`config.mk`:
```
export PLATFORM = sky130hd
export DESIGN_NAME = xgmii_rx_frame_monitor
export DESIGN_NICKNAME = d
export VERILOG_FILES = /design/src/rtl/xgmii_rx_frame_monitor.sv
export SDC_FILE = /design/constraint.sdc
export NUM_CORES = 1
export LEC_CHECK = 0
export BUFFER_PORTS_ARGS = -buffer_cell sky130_fd_sc_hd__buf_4
export CAP_MARGIN = 20
export CELL_PAD_IN_SITES_DETAIL_PLACEMENT = 0
export CELL_PAD_IN_SITES_GLOBAL_PLACEMENT = 1
export CORE_UTILIZATION = 40
export DETAILED_ROUTE_END_ITERATION = 7
export HOLD_SLACK_MARGIN = 0.12
export PLACE_DENSITY = 0.9
export SYNTH_ARGS = -nofsm -noshare
export SYNTH_HDL_FRONTEND = slang
export SYNTH_SLANG_ARGS = --single-unit
```
`constraint.sdc`:
```
create_clock -name rx_clk -period 11.9 [get_ports rx_clk]
set_input_delay 0.595 -clock rx_clk [delete_from_list [all_inputs] [get_ports rx_clk]]
set_output_delay 0.595 -clock rx_clk [all_outputs]
set_load 0.005 [all_outputs]
```
`src/rtl/xgmii_rx_frame_monitor.sv`:
```
// XGMII receive frame monitor.
// Watches a 64-bit XGMII receive stream and tracks frame boundaries. It reports
// a good or bad pulse with the frame byte count for each closed frame, keeps
// saturating good/bad frame counters, and holds local/remote link fault flags.
//
// Ports:
//   rx_clk, rx_rst        receive clock, async active-high reset
//   xgmii_rxd, xgmii_rxc  XGMII data (lane n = bits [8n+7:8n]) and per-lane control
//   cnt_clear             synchronous clear of good_count / bad_count
//   in_frame              frame open after the current beat
//   frame_good/frame_bad  one-cycle result pulses, frame_len valid with them
//   good_count/bad_count  saturating frame counters
//   local_fault/remote_fault  link fault status levels
module xgmii_rx_frame_monitor #(
  parameter int unsigned DATA_WIDTH      = 64,
  parameter int unsigned CTRL_WIDTH      = DATA_WIDTH / 8,
  parameter int unsigned MAX_FRAME_BYTES = 1600,
  parameter int unsigned FAULT_TIMEOUT   = 128,
  parameter int unsigned COUNT_WIDTH     = 32
) (
  input  logic                   rx_clk,
  input  logic                   rx_rst,
  input  logic [DATA_WIDTH-1:0]  xgmii_rxd,
  input  logic [CTRL_WIDTH-1:0]  xgmii_rxc,
  input  logic                   cnt_clear,
  output logic                   in_frame,
  output logic                   frame_good,
  output logic                   frame_bad,
  output logic [15:0]            frame_len,
  output logic [COUNT_WIDTH-1:0] good_count,
  output logic [COUNT_WIDTH-1:0] bad_count,
  output logic                   local_fault,
  output logic                   remote_fault
);

  localparam logic [7:0]  CharIdle  = 8'h07;
  localparam logic [7:0]  CharStart = 8'hFB;
  localparam logic [7:0]  CharTerm  = 8'hFD;
  localparam logic [7:0]  CharSeq   = 8'h9C;
  localparam logic [15:0] MaxLen    = 16'(MAX_FRAME_BYTES);
  localparam int unsigned TmrW      = $clog2(FAULT_TIMEOUT + 1);
  localparam logic [TmrW-1:0] TmrLast = TmrW'(FAULT_TIMEOUT - 1);

  typedef enum logic {StIdle, StFrame} state_e;

  state_e                 st_q, st_d;
  logic [15:0]            len_q, len_d;
  logic                   bad_q, bad_d;
  logic                   close_good, close_bad;
  logic [15:0]            close_len;
  logic [7:0]             lane_byte;
  logic [COUNT_WIDTH-1:0] good_q, good_d, badc_q, badc_d;
  logic                   in_frame_q, frame_good_q, frame_bad_q;
  logic [15:0]            frame_len_q, frame_len_d;
  logic [1:0]             fault_set;
  logic [1:0]             fault_q, fault_d;
  logic [TmrW-1:0]        tmr_q [2];
  logic [TmrW-1:0]        tmr_d [2];

  // Lanes are walked in order so that a terminate followed by a start in the
  // same beat, or a start inside an open frame, falls out of one simple rule set.
  always_comb begin
    st_d       = st_q;
    len_d      = len_q;
    bad_d      = bad_q;
    close_good = 1'b0;
    close_bad  = 1'b0;
    close_len  = len_q;
    lane_byte  = 8'h00;
    for (int i = 0; i < int'(CTRL_WIDTH); i++) begin
      lane_byte = xgmii_rxd[8*i +: 8];
      if (!xgmii_rxc[i]) begin
        if (st_d == StFrame && len_d != 16'hFFFF) len_d = len_d + 16'd1;
      end else if (st_d == StIdle) begin
        if (lane_byte == CharStart && (i == 0 || i == 4)) begin
          st_d  = StFrame;
          len_d = 16'd0;
          bad_d = 1'b0;
        end
      end else if (lane_byte == CharTerm) begin
        close_good = !(bad_d || len_d > MaxLen);
        close_bad  = bad_d || len_d > MaxLen;
        close_len  = len_d;
        st_d       = StIdle;
      end else if (lane_byte == CharStart && (i == 0 || i == 4)) begin
        // Restart inside a frame: old frame is bad, new one opens here.
        close_good = 1'b0;
        close_bad  = 1'b1;
        close_len  = len_d;
        len_d      = 16'd0;
        bad_d      = 1'b0;
      end else if (lane_byte == CharIdle || lane_byte == CharSeq) begin
        close_good = 1'b0;
        close_bad  = 1'b1;
        close_len  = len_d;
        st_d       = StIdle;
      end else begin
        // Error character or any other control inside the frame.
        bad_d = 1'b1;
      end
    end
  end

  always_comb begin
    frame_len_d = (close_good || close_bad) ? close_len : frame_len_q;
    if (cnt_clear) begin
      good_d = '0;
      badc_d = '0;
    end else begin
      good_d = (close_good && !(&good_q)) ? good_q + 1'b1 : good_q;
      badc_d = (close_bad && !(&badc_q)) ? badc_q + 1'b1 : badc_q;
    end
  end

  // Fault ordered sets: sequence in lane 0 or lane 4, then 00,00,01 (local)
  // or 00,00,02 (remote) in the three data lanes above it.
  always_comb begin
    fault_set[0] = (xgmii_rxc[3:0] == 4'b0001 && xgmii_rxd[31:0]  == 32'h0100009C) ||
                   (xgmii_rxc[7:4] == 4'b0001 && xgmii_rxd[63:32] == 32'h0100009C);
    fault_set[1] = (xgmii_rxc[3:0] == 4'b0001 && xgmii_rxd[31:0]  == 32'h0200009C) ||
                   (xgmii_rxc[7:4] == 4'b0001 && xgmii_rxd[63:32] == 32'h0200009C);
    for (int f = 0; f < 2; f++) begin
      fault_d[f] = fault_q[f];
      tmr_d[f]   = tmr_q[f];
      if (fault_set[f]) begin
        fault_d[f] = 1'b1;
        tmr_d[f]   = '0;
      end else if (fault_q[f]) begin
        if (tmr_q[f] == TmrLast) begin
          fault_d[f] = 1'b0;
          tmr_d[f]   = '0;
        end else begin
          tmr_d[f] = tmr_q[f] + 1'b1;
        end
      end
    end
  end

  always_ff @(posedge rx_clk or posedge rx_rst) begin
    if (rx_rst) begin
      st_q         <= StIdle;
      len_q        <= '0;
      bad_q        <= 1'b0;
      in_frame_q   <= 1'b0;
      frame_good_q <= 1'b0;
      frame_bad_q  <= 1'b0;
      frame_len_q  <= '0;
      good_q       <= '0;
      badc_q       <= '0;
      fault_q      <= '0;
      tmr_q[0]     <= '0;
      tmr_q[1]     <= '0;
    end else begin
      st_q         <= st_d;
      len_q        <= len_d;
      bad_q        <= bad_d;
      in_frame_q   <= (st_d == StFrame);
      frame_good_q <= close_good;
      frame_bad_q  <= close_bad;
      frame_len_q  <= frame_len_d;
      good_q       <= good_d;
      badc_q       <= badc_d;
      fault_q      <= fault_d;
      tmr_q[0]     <= tmr_d[0];
      tmr_q[1]     <= tmr_d[1];
    end
  end

  assign in_frame     = in_frame_q;
  assign frame_good   = frame_good_q;
  assign frame_bad    = frame_bad_q;
  assign frame_len    = frame_len_q;
  assign good_count   = good_q;
  assign bad_count    = badc_q;
  assign local_fault  = fault_q[0];
  assign remote_fault = fault_q[1];

endmodule

```
=== Word level (Yosys, flattened, before mapping) ===
Index checks and enable logic that the tools add are counted.

* Register bits: 118
* Bits of input ports: 75
* Output and inout bits: 85
* Logic and storage cells: 327

* Add/subtract/negate cells: 12
* Order comparisons: 8
* Eq/ne operators: 42
* Multiplexer cells: 205
* Reduce and logical (&&, ||, !) cells: 49

{| class="wikitable"
|+ Operators by type and width
! cell !! number
|-
| $mux 16 || 51
|-
| $eq 8x8->1 const B || 18
|-
| $mux 1 || 144
|-
| $add 16x1->16 const B || 8
|-
| $gt 16x11->1 const B || 8
|-
| $mux 32 || 4
|-
| $ne 16x16->1 const B || 8
|-
| $add 32x1->32 const B || 2
|-
| $eq 32x25->1 const B || 2
|-
| $eq 32x26->1 const B || 2
|-
| $eq 8x3->1 const B || 8
|-
| $reduce_and 32->1 || 2
|-
| $mux 8 || 6
|-
| $logic_or 1x1->1 || 19
|-
| $add 8x1->8 const B || 2
|-
| $eq 8x7->1 const B || 2
|-
| $logic_and 1x1->1 || 14
|-
| $logic_not 1->1 || 10
|-
| $eq 4x1->1 const B || 2
|-
| $reduce_bool 2->1 || 4
|}

=== Longest topological paths before layout ===
Gate-level depths: netlist of the first run.

* Depth in word-level cells: 40
* Mapped depth: 62
* Depth with buffers taken out: 55

=== Least setup slack after synthesis of the first run ===
OpenSTA, ideal clock, no wires.

* Path kind: register -> register
* Start: register len_q[1]
* End: register len_q[7]
* Library setup time: 138 ps
* Arrival time: 12,839 ps
* Data required time: 11,762 ps
* Setup slack: -1,077 ps
* Cell stages (with the launch flop): 60
* Cells stage by stage: dfrtp_1 -> ha_1 -> nand3_1 -> o41ai_2 -> nand3_1 -> o21ai_0 -> ha_1 -> nand2_1 -> a31oi_1 -> mux2i_1 -> or4_4 -> buf_2 -> nand2_1 -> nor2_1 -> a21oi_1 -> ha_1 -> and2_1 -> o211a_1 -> [... 24 more ...] -> o211ai_1 -> a221oi_2 -> o2111ai_1 -> nor3_2 -> nor2_1 -> mux2_2 -> ha_1 -> nand2_1 -> a21oi_1 -> o21ai_0 -> nor4_1 -> mux2_2 -> a2111oi_0 -> nor4b_2 -> or3b_1 -> buf_2 -> nor4_1 -> xor2_1

* Cells in the longest elaborated chain, start to end: 32

{| class="wikitable"
|+ Ends and longest elaborated chain
! item !! RTL line !! source
|-
| start: declaration || 47 || <nowiki>logic [15:0] len_q, len_d;</nowiki>
|-
| start signal: assignment || 155 || <nowiki>len_q <= len_d;</nowiki>
|-
| parallel branches: the longest is 3 deep, another holds $add 16x1->16 || - ||
|-
| $mux 16 * || 72 || <nowiki>if (!xgmii_rxc[i]) begin</nowiki>
|-
| parallel branches: the longest is 3 deep, another holds $add 16x1->16 || - ||
|-
| $mux 16 * || 72 ||
|-
| parallel branches: the longest is 3 deep, another holds $add 16x1->16 || - ||
|-
| $mux 16 * || 72 ||
|-
| parallel branches: the longest is 3 deep, another holds $add 16x1->16 || - ||
|-
| $mux 16 * || 72 ||
|-
| parallel branches: the longest is 3 deep, another holds $add 16x1->16 || - ||
|-
| $mux 16 * || 72 ||
|-
| parallel branches: the longest is 3 deep, another holds $add 16x1->16 || - ||
|-
| $mux 16 * || 72 ||
|-
| parallel branches: the longest is 3 deep, another holds $add 16x1->16 || - ||
|-
| $mux 16 * || 72 ||
|-
| parallel branches: the longest is 3 deep, another holds $add 16x1->16 || - ||
|-
| $mux 16 * || 72 ||
|-
| via len_d[7] || 47 ||
|}

Mark *: on every way through the listed nets, which the timed path passes.
A chain may end at the register's enable or synchronous reset.

=== Worst setup path in the final report of the first run ===
* Start: register len_q[1]
* End: register len_q[14]

Same word-level chain as after synthesis.

==> metrics.md, run 1 <==
| Metric | Value |
|---|---|
| Height of the die | 188 um |
| Sequential share of power | 0.227 |
| Final net count | 2170 |
| Number of endpoints failing setup at the final stage | 0 |
| Overall Power | 1.96 mW |
| Clock H-tree levels | 4 |
| Post-synth ARST share | 1.00 |
| Synthesized cell area | 0.0139 mm^2 |
| Final-report hold violation count | 0 |
| Endpoint of the most critical register-to-register path | len_q[14]$_DFF_PP0_ |
| Area leader, netlist | sky130_fd_sc_hd__dfrtp_1 |
| Number of global-route vias before repair | 15371 |
| Setup clock skew after layout | 12.6 ps |
| Adder and majority gate portion of the synthesized area | 0.0153 |
| Final number of max-transition violations | 0 |
| Remaining routing DRC violations | 0 |
| IO Pins | 160 |
| Critical-path maximum fanout | 8 |
| All-layer global routing usage | 0.312 |
| HPWL after DPL | 44500 um |
| Endpoint arrival time on the critical path | 11830 ps |
| Detailed Route Iter0 Violations | 1568 |
| Longest individual stage delay on the worst path | 620 ps |
| Die extent in x | 188 um |
| Highest clock rate | 86.7 MHz |
| Fraction of final layout cells with drive strength greater than 1 | 0.240 |
| First-pass iteration count of the detailed router | 6 |
| Antenna cells | 0 |
| Synth-to-layout area growth | 25.9% |
| Final design utilization | 0.516 |
| Final Routed Wirelength | 57200 um |
| Skew-Pair Late Insertion Delay | 420 ps |
| Crit path kind | register to register |
| Post-DR wirelength/cell | 22.5 um |
| Worst Setup End Kind | register |
| Dominant cell type by count on the critical path | sky130_fd_sc_hd__buf_4 |
| Post-Synthesis Net Count | 1933 |
| Overall via count from detail_route | 16476 |
| Flip-flop cell with the highest count after synthesis | sky130_fd_sc_hd__dfrtp_1 |
| Yosys Warn Count | 0 |
| Reg-to-reg setup timing slack | 360 ps |
| Worst setup path startpoint | len_q[1]$_DFF_PP0_ |
| Critical-path cell with the highest stage delay | sky130_fd_sc_hd__or4_4 |
| Final worst hold slack | 243 ps |
| Maximum number of pins on one net before global-route repair | 79 |
| Avg Synthesized Cell Area | 7.54 um^2 |
| Slew at the pin with the worst max-slew slack | 1030 ps |
| Type of the most critical hold path | primary input to asynchronous set/reset pin |
| Final Wtd Congestion | 1.01 |
| Clock root cell | sky130_fd_sc_hd__clkbuf_16 |
| Number of storage elements in the synthesis netlist | 118 |
| Clock buffers created by TritonCTS | 17 |
| Crit path required time | 12200 ps |
| Starting density of the core | 0.410 |
| Global-route congestion overflow total | 0 |
| Synth unique cells | 117 |
| Combinational share of power | 0.482 |
| Cell types with the largest area share after synthesis | sky130_fd_sc_hd__dfrtp_1 (21%), sky130_fd_sc_hd__nor2_1 (5.1%), sky130_fd_sc_hd__nand2_1 (4.8%) |
| Via density per instance | 6.49 |
| Remaining max-slew budget at the tightest pin | 0.298 |
| Sequential cell area fraction in the yosys report | 0.213 |
| Capturing instance or port of the critical path | len_q[14]$_DFF_PP0_ |
| Part of the cycle the worst path needs | 0.970 |
| Instance count of the mapped netlist | 1841 |
| Standby leakage power | 6.87 nW |
| Total placed instance area | 0.0164 mm^2 |
| Net switching component of the power | 0.826 mW |
| P per Cell Area | 112 mW/mm^2 |
| Complex-gate fraction of the synthesized area | 0.283 |
| Dominant combinational cell family by area after synthesis | simple AND/OR/NAND/NOR gates |
| Startpoint of the worst register-to-register path | len_q[1]$_DFF_PP0_ |
| Maximum buffer depth of the clock tree | 2 |
| Cell depth of the worst flop-to-flop path | 52 |
| Clock transition at the register clock pins on the worst setup and hold paths after CTS | 60 ps |
| Core ar. | 0.0339 mm^2 |
| Multiplexer share of the synthesized area | 0.0583 |
| Kind of start point of the critical path | register |
| Post-synth top area share | 0.213 |
| Max-capacitance violation count | 0 |
| Worst ir drop on vdd | 123 uV |
| Initial antenna violation count | 0 |
| Fraction of power spent switching nets | 0.421 |
| Run status | complete, no violations |
| Design area | 0.0175 mm^2 |
| Number of enable-type register cells in the synthesized netlist | 0 |
| Clock tree from TritonCTS | built |
| Share of power burned in the clock network | 0.291 |
| Internal power consumption | 1.14 mW |
| IO buf count | 159 |
| Area of the die | 0.0354 mm^2 |
| Xor and xnor fraction of the mapped netlist area | 0.0441 |
| Post-route minimum period | 11540 ps |
| Simple-Gate Fraction of Synth Area | 0.350 |
| Clk sink count | 118 |
| First-pass GRT wire length | 87400 um |
| Row count | 67 |
| Remaining number of nets flagged by the antenna check after routing | 0 |
==> area by class of cell <==
class,count,area (um^2)
multi-input cells,1596,10900
clock inverters,10,168
repair buffers,302,2270
flip-flops and latches,118,2960
fillers,3337,16400
inverters,43,164
well taps,448,561
clock buffers,22,474
==> kinds of logic (layout without fill, tap and decap cells) <==
kind of cell               after synthesis  count (layout)
muxes                                   74              74
adders and majority gates               17              17
AOI/OAI and AO/OA                      551             551
buffers and inverters                  127             377
DFF                                    118             118
and+or+nand+nor                        885             885
xor gates and xnor gates                69              69
==> Yosys cell counts (18+ instances only) <==
master                     number
sky130_fd_sc_hd__a211oi_1      40
sky130_fd_sc_hd__a21oi_1      107
sky130_fd_sc_hd__a31oi_1       27
sky130_fd_sc_hd__and2_1        30
sky130_fd_sc_hd__and3_1        44
sky130_fd_sc_hd__buf_2         20
sky130_fd_sc_hd__clkbuf_1      58
sky130_fd_sc_hd__dfrtp_1      118
sky130_fd_sc_hd__inv_1         42
sky130_fd_sc_hd__mux2_1        20
sky130_fd_sc_hd__mux2_2        24
sky130_fd_sc_hd__mux2i_1       29
sky130_fd_sc_hd__nand2_1      179
sky130_fd_sc_hd__nand2b_1      23
sky130_fd_sc_hd__nand3_1       96
sky130_fd_sc_hd__nand4_1       45
sky130_fd_sc_hd__nor2_1       187
sky130_fd_sc_hd__nor2b_1       18
sky130_fd_sc_hd__nor3_1        59
sky130_fd_sc_hd__nor4_1        36
sky130_fd_sc_hd__o211ai_1      28
sky130_fd_sc_hd__o21ai_0       99
sky130_fd_sc_hd__o31ai_1       41
sky130_fd_sc_hd__or3_1         34
sky130_fd_sc_hd__or4_1         31
sky130_fd_sc_hd__xnor2_1       44
sky130_fd_sc_hd__xor2_1        24
==> how the worst min path moves through the flow <==
stage                                         from                  endpoint  slack, ps  cells after the start
after CTS                                   rx_rst  bad_count[8]$_DFFE_PP0P_        270                      2
after global placement    frame_len[9]$_DFFE_PP0P_  frame_len[9]$_DFFE_PP0P_        480                      1
after global routing                        rx_rst  bad_count[8]$_DFFE_PP0P_        300                      2
final                                       rx_rst  bad_count[8]$_DFFE_PP0P_        240                      2
after floorplan               tmr_q[5]$_DFFE_PP0P_      tmr_q[5]$_DFFE_PP0P_        460                      1
after detailed placement  frame_len[0]$_DFFE_PP0P_  frame_len[0]$_DFFE_PP0P_        480                      1
==> power by group through the flow <==
stage	clock network, mW	registers [mW]	logic (mW)
global placement	0	0.448	0.868
detailed placement	0	0.448	0.864
floorplan	0	0.436	0.539
finish	0.570	0.446	0.946
CTS	0.577	0.441	0.870
global route	0.593	0.449	1.00
==> per-stage QoR <==
step | instances | TNS, ps | setup slack, ps
finish | 2539 | 0 | 362
CTS | 2515 | -35.0 | -21.1
global placement | 2483 | 0 | 355
global route | 2539 | -489 | -79.2
detailed placement | 2483 | 0 | 72.8
floorplan | 1841 | 0 | 1.37
==> state kept, by name, summed over array words and instances, names as in the netlist <==
signal	flops
bad_q	1
len_q	16
in_frame	1
frame_good	1
fault_q	2
frame_bad	1
good_count	32
frame_len	16
tmr_q	16
bad_count	32
==> per-layer routing <==
| metal | track usage | part of all wire | vias up |
|---|---|---|---|
| met3 | 0.0549 | 0.080 | 141 |
| met4 | 0.112 | 0.037 | 0 |
| li1 | - | - | 7593 |
| met1 | 0.406 | 0.42 | 7946 |
| met5 | 0 | 0 | - |
| met2 | 0.517 | 0.47 | 796 |
==> layout by cell type (no fill, tap or decap), drive strengths merged, types with 45 or more instances in the layout <==
cell type	n
a21oi	108
nand2	180
nand4	47
o21ai	112
buf	302
nor3	64
nand3	98
nor2	189
and3	45
dfrtp	118
==> worst max-delay path: cells and delay by family (launching register included) <==
| family | cells | cell delay [ps] |
|---|---|---|
| and+or+nand+nor | 15 | 3920 |
| AOI/OAI and AO/OA | 19 | 3830 |
| buffers and inverters | 9 | 1330 |
| adders and majority gates | 5 | 1070 |
| DFF | 1 | 480 |
| xor gates and xnor gates | 3 | 420 |
| muxes | 1 | 330 |
==> what timing repair did <==
item	4_1_cts	5_1_grt
setup buffers	0	24
endpoints found under the hold margin	0	0
endpoints found under the setup margin	2	98
pin swaps	0	19
hold buffers	0	0
resized for setup	0	59
No activity file was read; power rests on OpenSTA's default activity.
==> inputs of run 2 (changes only) <==
ABC_AREA = 1   (was unset)
CELL_PAD_IN_SITES_DETAIL_PLACEMENT = unset   (was 0)
CELL_PAD_IN_SITES_GLOBAL_PLACEMENT = unset   (was 1)
CORE_UTILIZATION = 55   (was 40)
PLACE_DENSITY = 0.91   (was 0.9)
==> run 2 against run 1 <==
Count of clock-buffer cells in the layout fell by 3. Die area down 24%. Wire length fell by 11%. Power is 31% higher. Setup slack better by 500 ps. Combinational power increased by 63%. Critical path type unchanged. Critical endpoint is now frame_len[2]$_DFFE_PP0P_. Largest cell class unchanged. Highest routed layer unchanged.
==> metrics.md, run 2 <==
| Metric | Value |
|---|---|
| Met3 wire len | 4660 um (+1.7%) |
| Type of the most critical hold path | primary input to asynchronous set/reset pin |
| Setup clock skew after layout | 16.8 ps (+4.22 ps) |
| Starting density of the core | 0.559 (+0.150) |
| Post-DR wirelength/cell | 17.1 um (-24%) |
| Final number of max-transition violations | 0 (unchanged) |
| Endpoint arrival time on the critical path | 11340 ps (-490 ps) |
| Final-report hold violation count | 0 (unchanged) |
| Number of endpoints failing setup at the final stage | 0 (unchanged) |
| Post-placement cell count | 2928 (+18%) |
| Final worst hold slack | 322 ps (+78.9 ps) |
| Clk sink count | 118 (unchanged) |
| Clock transition at the register clock pins on the worst setup and hold paths after CTS | 70 ps (about the same) |
| Post-synth ARST share | 1.00 (unchanged) |
| Cell types with the largest area share after synthesis | sky130_fd_sc_hd__dfrtp_1 (20%), sky130_fd_sc_hd__nand2_1 (18%), sky130_fd_sc_hd__inv_1 (8.8%) |
| Yosys Warn Count | 0 (unchanged) |
| Area of the die | 0.0271 mm^2 (-24%) |
| Multi-input gate area in the final layout | 0.00987 mm^2 (-9.2%) |
| Antenna cells | 0 (unchanged) |
| Flip-flop cell with the highest count after synthesis | sky130_fd_sc_hd__dfrtp_1 |
| Number of storage elements in the synthesis netlist | 118 (unchanged) |
| Worst ir drop on vdd | 127 uV (+3.1%) |
| Unrepaired setup endpoints after global routing | yes |
| Highest clock rate | 90.6 MHz (+4.5%) |
| Synth cell count leaders | sky130_fd_sc_hd__nand2_1 (686), sky130_fd_sc_hd__inv_1 (341), sky130_fd_sc_hd__nor2_1 (305), sky130_fd_sc_hd__nand3_1 (232), sky130_fd_sc_hd__nand4_1 (135) |
| Clock root cell | sky130_fd_sc_hd__clkbuf_16 |
| Combinational share of power | 0.603 (+0.121) |
| Height of the die | 165 um (-13%) |
| Sequential share of power | 0.199 (-0.028) |
| Number of global-route vias before repair | 15392 (+0.14%) |
| All-layer global routing usage | 0.367 (+0.0544) |
| Detailed Route Iter0 Violations | 2065 (+32%) |
| Post-Synthesis Net Count | 2581 (+34%) |
| Critical-path cell with the highest stage delay | sky130_fd_sc_hd__dfrtp_1 |
| Cell depth of the worst flop-to-flop path | 72 (+38%) |
| IO Pins | 160 (unchanged) |
| Instance count of the mapped netlist | 2489 (+35%) |
| HPWL after DPL | 39200 um (-12%) |
| Run status | complete, no violations |
| Share of power burned in the clock network | 0.198 (-0.093) |
| Area leader, netlist | sky130_fd_sc_hd__dfrtp_1 |
| First-pass iteration count of the detailed router | 6 (unchanged) |
| Maximum buffer depth of the clock tree | 2 (unchanged) |
| Skew-Pair Late Insertion Delay | 430 ps (about the same) |
| CTS Hold Bufs | 0 (unchanged) |
| Amount of wire on met2 after detailed routing | 23000 um (-14%) |
| Critical-path maximum fanout | 32 (+24) |
| Final setup TNS | 0 ps (unchanged) |
| Clock H-tree levels | 4 (unchanged) |
| Routed met1 length | 21200 um (-11%) |
| Fraction of final layout cells with drive strength greater than 1 | 0.146 (-0.0935) |
| Clock tree from TritonCTS | built |
| Kind of start point of the critical path | register |
| Initial antenna violation count | 0 (unchanged) |
| Slew at the pin with the worst max-slew slack | 1100 ps (+75.6 ps) |
| Synthesized cell area | 0.0145 mm^2 (+4.7%) |
| Longest individual stage delay on the worst path | 400 ps (-220 ps) |
| Post-route minimum period | 11040 ps (-495 ps) |
| Post-synth top area share | 0.203 (-0.00960) |
| Maximum number of pins on one net before global-route repair | 71 (-10%) |
| First-pass GRT wire length | 78900 um (-9.8%) |
| Crit path kind | register to register |
| Final design utilization | 0.636 (+0.121) |
| Core ar. | 0.0260 mm^2 (-23%) |
| Part of the cycle the worst path needs | 0.928 (-0.0416) |
| Fraction of power spent switching nets | 0.539 (+0.118) |
| Overall via count from detail_route | 17501 (+6.2%) |
| Number of fill cells | 2418 (-28%) |
| Worst Setup End Kind | register |
| Internal power consumption | 1.18 mW (+4.1%) |
| Number of enable-type register cells in the synthesized netlist | 0 (unchanged) |
| Footprint of the flip-flops and latches | 0.00295 mm^2 (-0.17%) |
| Remaining max-slew budget at the tightest pin | 0.258 (-0.0405) |
| Highest metal layer with signal wires | met4 |
| Die extent in x | 165 um (-13%) |
| Dominant cell type by count on the critical path | sky130_fd_sc_hd__nor2_4 |
| Startpoint of the worst register-to-register path | len_q[1]$_DFF_PP0_ |
| Worst setup path startpoint | len_q[1]$_DFF_PP0_ |
| Via density per instance | 5.91 (-9.0%) |
| Remaining number of nets flagged by the antenna check after routing | 0 (unchanged) |
| Global-route congestion overflow total | 0 (unchanged) |
| Standby leakage power | 8.03 nW (+17%) |
| Most used cells in the layout excluding fill and tap cells | sky130_fd_sc_hd__nand2_1 (685), sky130_fd_sc_hd__inv_1 (340), sky130_fd_sc_hd__nor2_1 (305) |
| Commonest non-fill, non-tap cell in the layout | sky130_fd_sc_hd__nand2_1 |
| Most frequent cell after synthesis | sky130_fd_sc_hd__nand2_1 |
| Final standard cell count with taps included and fillers excluded | 2963 (+17%) |
| Clock buffers created by TritonCTS | 17 (unchanged) |
| Synth-to-layout area growth | 13.8% |
| Avg Synthesized Cell Area | 5.84 um^2 (-23%) |
| Net switching component of the power | 1.38 mW (+67%) |
| Crit path required time | 12200 ps (about the same) |
| Synth unique cells | 66 (-44%) |
| Max-capacitance violation count | 0 (unchanged) |
| Remaining routing DRC violations | 0 (unchanged) |
| Row count | 59 (-12%) |
| P per Cell Area | 155 mW/mm^2 (+38%) |
| Final Routed Wirelength | 50800 um (-11%) |
| IO buf count | 159 (unchanged) |
| Sequential cell area fraction in the yosys report | 0.203 (-0.00960) |
| Final Wtd Congestion | 1.01 (-0.56%) |
| Final net count | 2707 (+25%) |
-- run 2: cell types whose count changed after synthesis, moves of 44 or more --
cell,change
sky130_fd_sc_hd__nand2_1,+507
sky130_fd_sc_hd__inv_1,+299
sky130_fd_sc_hd__nand3_1,+136
sky130_fd_sc_hd__nor2_1,+118
sky130_fd_sc_hd__nand4_1,+90
sky130_fd_sc_hd__a21oi_1,-49
sky130_fd_sc_hd__and3_1,-44
-- run 2: power by group through the flow --
stage	Combinational, mW	Sequential, mW	Clock, mW
after floorplan	1.05	0.496	0
after global placement	1.47	0.514	0
after detailed placement	1.47	0.514	0
after CTS	1.48	0.509	0.511
after global routing	1.68	0.516	0.528
final	1.54	0.511	0.508
-- run 2: repair_timing --
action / 4_1_cts / 5_1_grt
endpoints found under the setup margin: 0 / 95
buffers inserted: 0 / 0
gates resized for setup: 0 / 10
hold endpoints to repair: 0 / 0
-- run 2: kinds of logic (layout without fill, tap and decap cells) --
group	Yosys count	count (layout)	share of synthesized area
flip-flops	118	118	0.203
adder cells (fa/ha/maj)	17	17	0.0146
AND/OR/NAND/NOR	1604	1605	0.519
AO/OA/AOI/OAI	241	241	0.0978
XOR/XNOR	65	65	0.0420
buffers and inverters	444	582	0.123
-- run 2: path summary, 6_finish.rpt --
path / slack [ps] / endpoint
max: 860 / frame_len[2]$_DFFE_PP0P_
min: 320 / good_count[0]$_DFFE_PP0P_
max reg2reg: 860 / frame_len[2]$_DFFE_PP0P_
min reg2reg: 540 / frame_len[7]$_DFFE_PP0P_
max in group asynchronous: 10370 / len_q[4]$_DFF_PP0_
min in group rx_clk: 430 / in_frame$_DFF_PP0_
-- run 2: metal layers --
layer,vias up,GRT usage
met3,133,0.0500
met2,914,0.581
met4,0,0.146
met1,8062,0.502
li1,8392,-
met5,-,0
-- run 2: stage by stage --
| step | area [um^2] | total power, mW | worst slack, ps |
|---|---|---|---|
| final | 16500 | 2.56 | 858 |
| after floorplan | 14500 | 1.55 | 2470 |
| after detailed placement | 15900 | 1.99 | 564 |
| after CTS | 16400 | 2.50 | 551 |
| after global routing | 16500 | 2.72 | 12.9 |
| after global placement | 15900 | 1.98 | 999 |
-- run 2: cell type report --
cell class	count	area share
clock buffer	19	0.0274
timing repair buffer	171	0.0779
inverter	379	0.0867
sequential	118	0.179
tap	335	0.0254
multi-input combinational	1928	0.597
clock inverter	13	0.00727
-- run 2: worst max-delay path: cells and delay by family, from the launching register on --
family / cells / cell delay (ps)
AO/OA/AOI/OAI: 3 / 460
XOR/XNOR: 5 / 930
adder cells (fa/ha/maj): 8 / 1750
buffers and inverters: 5 / 680
flip-flops: 1 / 400
AND/OR/NAND/NOR: 51 / 6630
==> inputs of run 3 (changes only) <==
ABC_AREA = unset   (was 1)
==> run 3 against run 2 <==
Sequential cell count unchanged. Clock skew increased by 2.8 ps. First-iteration DRC count up 14%. Critical path type unchanged.
==> metrics.md, run 3 (synthesis gave the netlist of run 1 again) <==
| Metric | Value |
|---|---|
| Setup clock skew after layout | 19.6 ps (+2.80 ps) |
| Global-route congestion overflow total | 0 (unchanged) |
| Maximum buffer depth of the clock tree | 2 (unchanged) |
| Cell depth of the worst flop-to-flop path | 48 (-33%) |
| Via density per instance | 7.10 (+20%) |
| Most used cells in the layout excluding fill and tap cells | sky130_fd_sc_hd__buf_4 (281), sky130_fd_sc_hd__nor2_1 (186), sky130_fd_sc_hd__nand2_1 (175) |
| Commonest non-fill, non-tap cell in the layout | sky130_fd_sc_hd__buf_4 |
| Cell family contributing the most delay on the critical path | simple AND/OR/NAND/NOR gates |
| All-layer global routing usage | 0.404 (+0.0372) |
| Maximum number of pins on one net before global-route repair | 79 (+11%) |
| Net switching component of the power | 0.807 mW (-42%) |
| Antenna cells | 0 (unchanged) |
| Final-report hold violation count | 0 (unchanged) |
| Crit path required time | 12230 ps (+30 ps) |
| Type of the most critical hold path | primary input to asynchronous set/reset pin |
| Kind of start point of the critical path | register |
| Longest individual stage delay on the worst path | 550 ps (+150 ps) |
| Max-capacitance violation count | 0 (unchanged) |
| Highest clock rate | 87.7 MHz (-3.2%) |
| Standby leakage power | 6.73 nW (-16%) |
| Initial antenna violation count | 1 (+1) |
| Die extent in x | 161 um (-2.3%) |
| Worst Setup End Kind | register |
| Number of fill cells | 1995 (-17%) |
| Clock buffers created by TritonCTS | 17 (unchanged) |
| Final Wtd Congestion | 1.07 (+5.9%) |
| Final standard cell count with taps included and fillers excluded | 2393 (-19%) |
| CP Buf/Inv Count | 5 (unchanged) |
| Remaining max-slew budget at the tightest pin | 0.341 (+0.0834) |
| Footprint of the flip-flops and latches | 0.00296 mm^2 (about the same) |
| Post-route minimum period | 11400 ps (+361 ps) |
| Combinational share of power | 0.485 (-0.118) |
| Total placed instance area | 0.0160 mm^2 (+1.1%) |
| Critical-path maximum fanout | 20 (-38%) |
| Part of the cycle the worst path needs | 0.958 (+0.0303) |
| Number of global-route vias before repair | 15528 (+0.88%) |
| Number of endpoints failing setup at the final stage | 0 (unchanged) |
| Fraction of power spent switching nets | 0.423 (-0.115) |
| Internal power consumption | 1.10 mW (-7.1%) |
| Post-DR wirelength/cell | 22.7 um (+32%) |
| Final Routed Wirelength | 54300 um (+6.9%) |
| Starting density of the core | 0.566 (+0.00636) |
| Crit path kind | register to register |
| Remaining number of nets flagged by the antenna check after routing | 0 (unchanged) |
| Skew-Pair Late Insertion Delay | 420 ps (about the same) |
| Core ar. | 0.0245 mm^2 (-5.6%) |
| First-pass iteration count of the detailed router | 8 (+2) |
| Final number of max-transition violations | 0 (unchanged) |
| Clock root cell | sky130_fd_sc_hd__clkbuf_16 |
| Startpoint of the worst register-to-register path | len_q[1]$_DFF_PP0_ |
| Final net count | 2149 (-21%) |
| Clock tree from TritonCTS | built |
| Final design utilization | 0.695 (+0.0583) |
| First-pass GRT wire length | 83500 um (+5.8%) |
| Slew at the pin with the worst max-slew slack | 961 ps (-141 ps) |
| Reg-to-reg setup timing slack | 500 ps (-360 ps) |
| Fraction of final layout cells with drive strength greater than 1 | 0.231 (+0.0844) |
| Endpoint of the most critical register-to-register path | bad_count[29]$_DFFE_PP0P_ |
| Area of the die | 0.0259 mm^2 (-4.5%) |
| Clk sink count | 118 (unchanged) |
| P per Cell Area | 112 mW/mm^2 (-28%) |
| Detailed Route Iter0 Violations | 2350 (+14%) |
| Critical-path cell with the highest stage delay | sky130_fd_sc_hd__or4_4 |
| Height of the die | 161 um (-2.3%) |
| Share of power burned in the clock network | 0.282 (+0.084) |
| Multi-input gate area in the final layout | 0.0108 mm^2 (+9.4%) |
| Clock H-tree levels | 4 (unchanged) |
| IO Pins | 160 (unchanged) |
| CTS Hold Bufs | 0 (unchanged) |
| Sequential share of power | 0.233 (+0.034) |
| Synth-to-layout area growth | 22.8% |
| Post-placement cell count | 2337 (-20%) |
| Clock transition at the register clock pins on the worst setup and hold paths after CTS | 60 ps (about the same) |
| HPWL after DPL | 41100 um (+4.8%) |
| Worst ir drop on vdd | 74.2 uV (-41%) |
| Design area | 0.0170 mm^2 (+3.1%) |
| Run status | complete, no violations |
| Overall via count from detail_route | 16988 (-2.9%) |
| Row count | 57 (-3.4%) |
| Endpoint arrival time on the critical path | 11730 ps (+390 ps) |
| IO buf count | 159 (unchanged) |
| Remaining routing DRC violations | 0 (unchanged) |
run 3: power by group through the flow:
stage / sequential, mW / combinational [mW] / clock, mW
final: 0.444 / 0.924 / 0.537
after global routing: 0.447 / 0.973 / 0.556
after CTS: 0.440 / 0.844 / 0.538
after detailed placement: 0.447 / 0.833 / 0
after global placement: 0.447 / 0.832 / 0
after floorplan: 0.436 / 0.539 / 0
run 3: worst max path at each step:
| stage | end | depth (start not counted) | from |
|---|---|---|---|
| after floorplan | len_q[7]$_DFF_PP0_ | 57 | len_q[0]$_DFF_PP0_ |
| after global placement | good_count[23]$_DFFE_PP0P_ | 48 | len_q[1]$_DFF_PP0_ |
| after detailed placement | good_count[21]$_DFFE_PP0P_ | 51 | len_q[1]$_DFF_PP0_ |
| after CTS | len_q[10]$_DFF_PP0_ | 51 | len_q[1]$_DFF_PP0_ |
| after global routing | len_q[4]$_DFF_PP0_ | 49 | len_q[1]$_DFF_PP0_ |
| final | bad_count[29]$_DFFE_PP0P_ | 48 | len_q[1]$_DFF_PP0_ |
run 3: cell type report:
type,count,share of cell area
Multi-Input combinational cell,1596,0.634
Sequential cell,118,0.173
Timing Repair Buffer,281,0.124
Clock buffer,19,0.0266
Tap cell,324,0.0238
Inverter,43,0.00962
Clock inverter,12,0.00903
run 3: metal layers:
layer  global-route usage  share of wire  vias up
met1                0.521           0.38     7991
met3               0.0721           0.11      228
li1                     -              -     7550
met2                0.659           0.46     1217
met5                    0        0.00024        -
met4                0.182          0.050        2
run 3: timing repair:
item	in CTS	in global routing
pin swaps	4	16
gates resized for setup	8	40
setup buffers	6	19
setup endpoints to repair	56	98
run 3: stage by stage:
stage | setup TNS [ps] | setup WS, ps | hold slack, ps | total power [mW]
after floorplan | 0 | 1.37 | 464 | 0.975
after global placement | 0 | 296 | 476 | 1.28
after detailed placement | -1500 | -131 | 483 | 1.28
after CTS | -168 | -69.1 | 347 | 1.82
after global routing | -35.4 | -26.5 | 367 | 1.98
final | 0 | 497 | 320 | 1.91
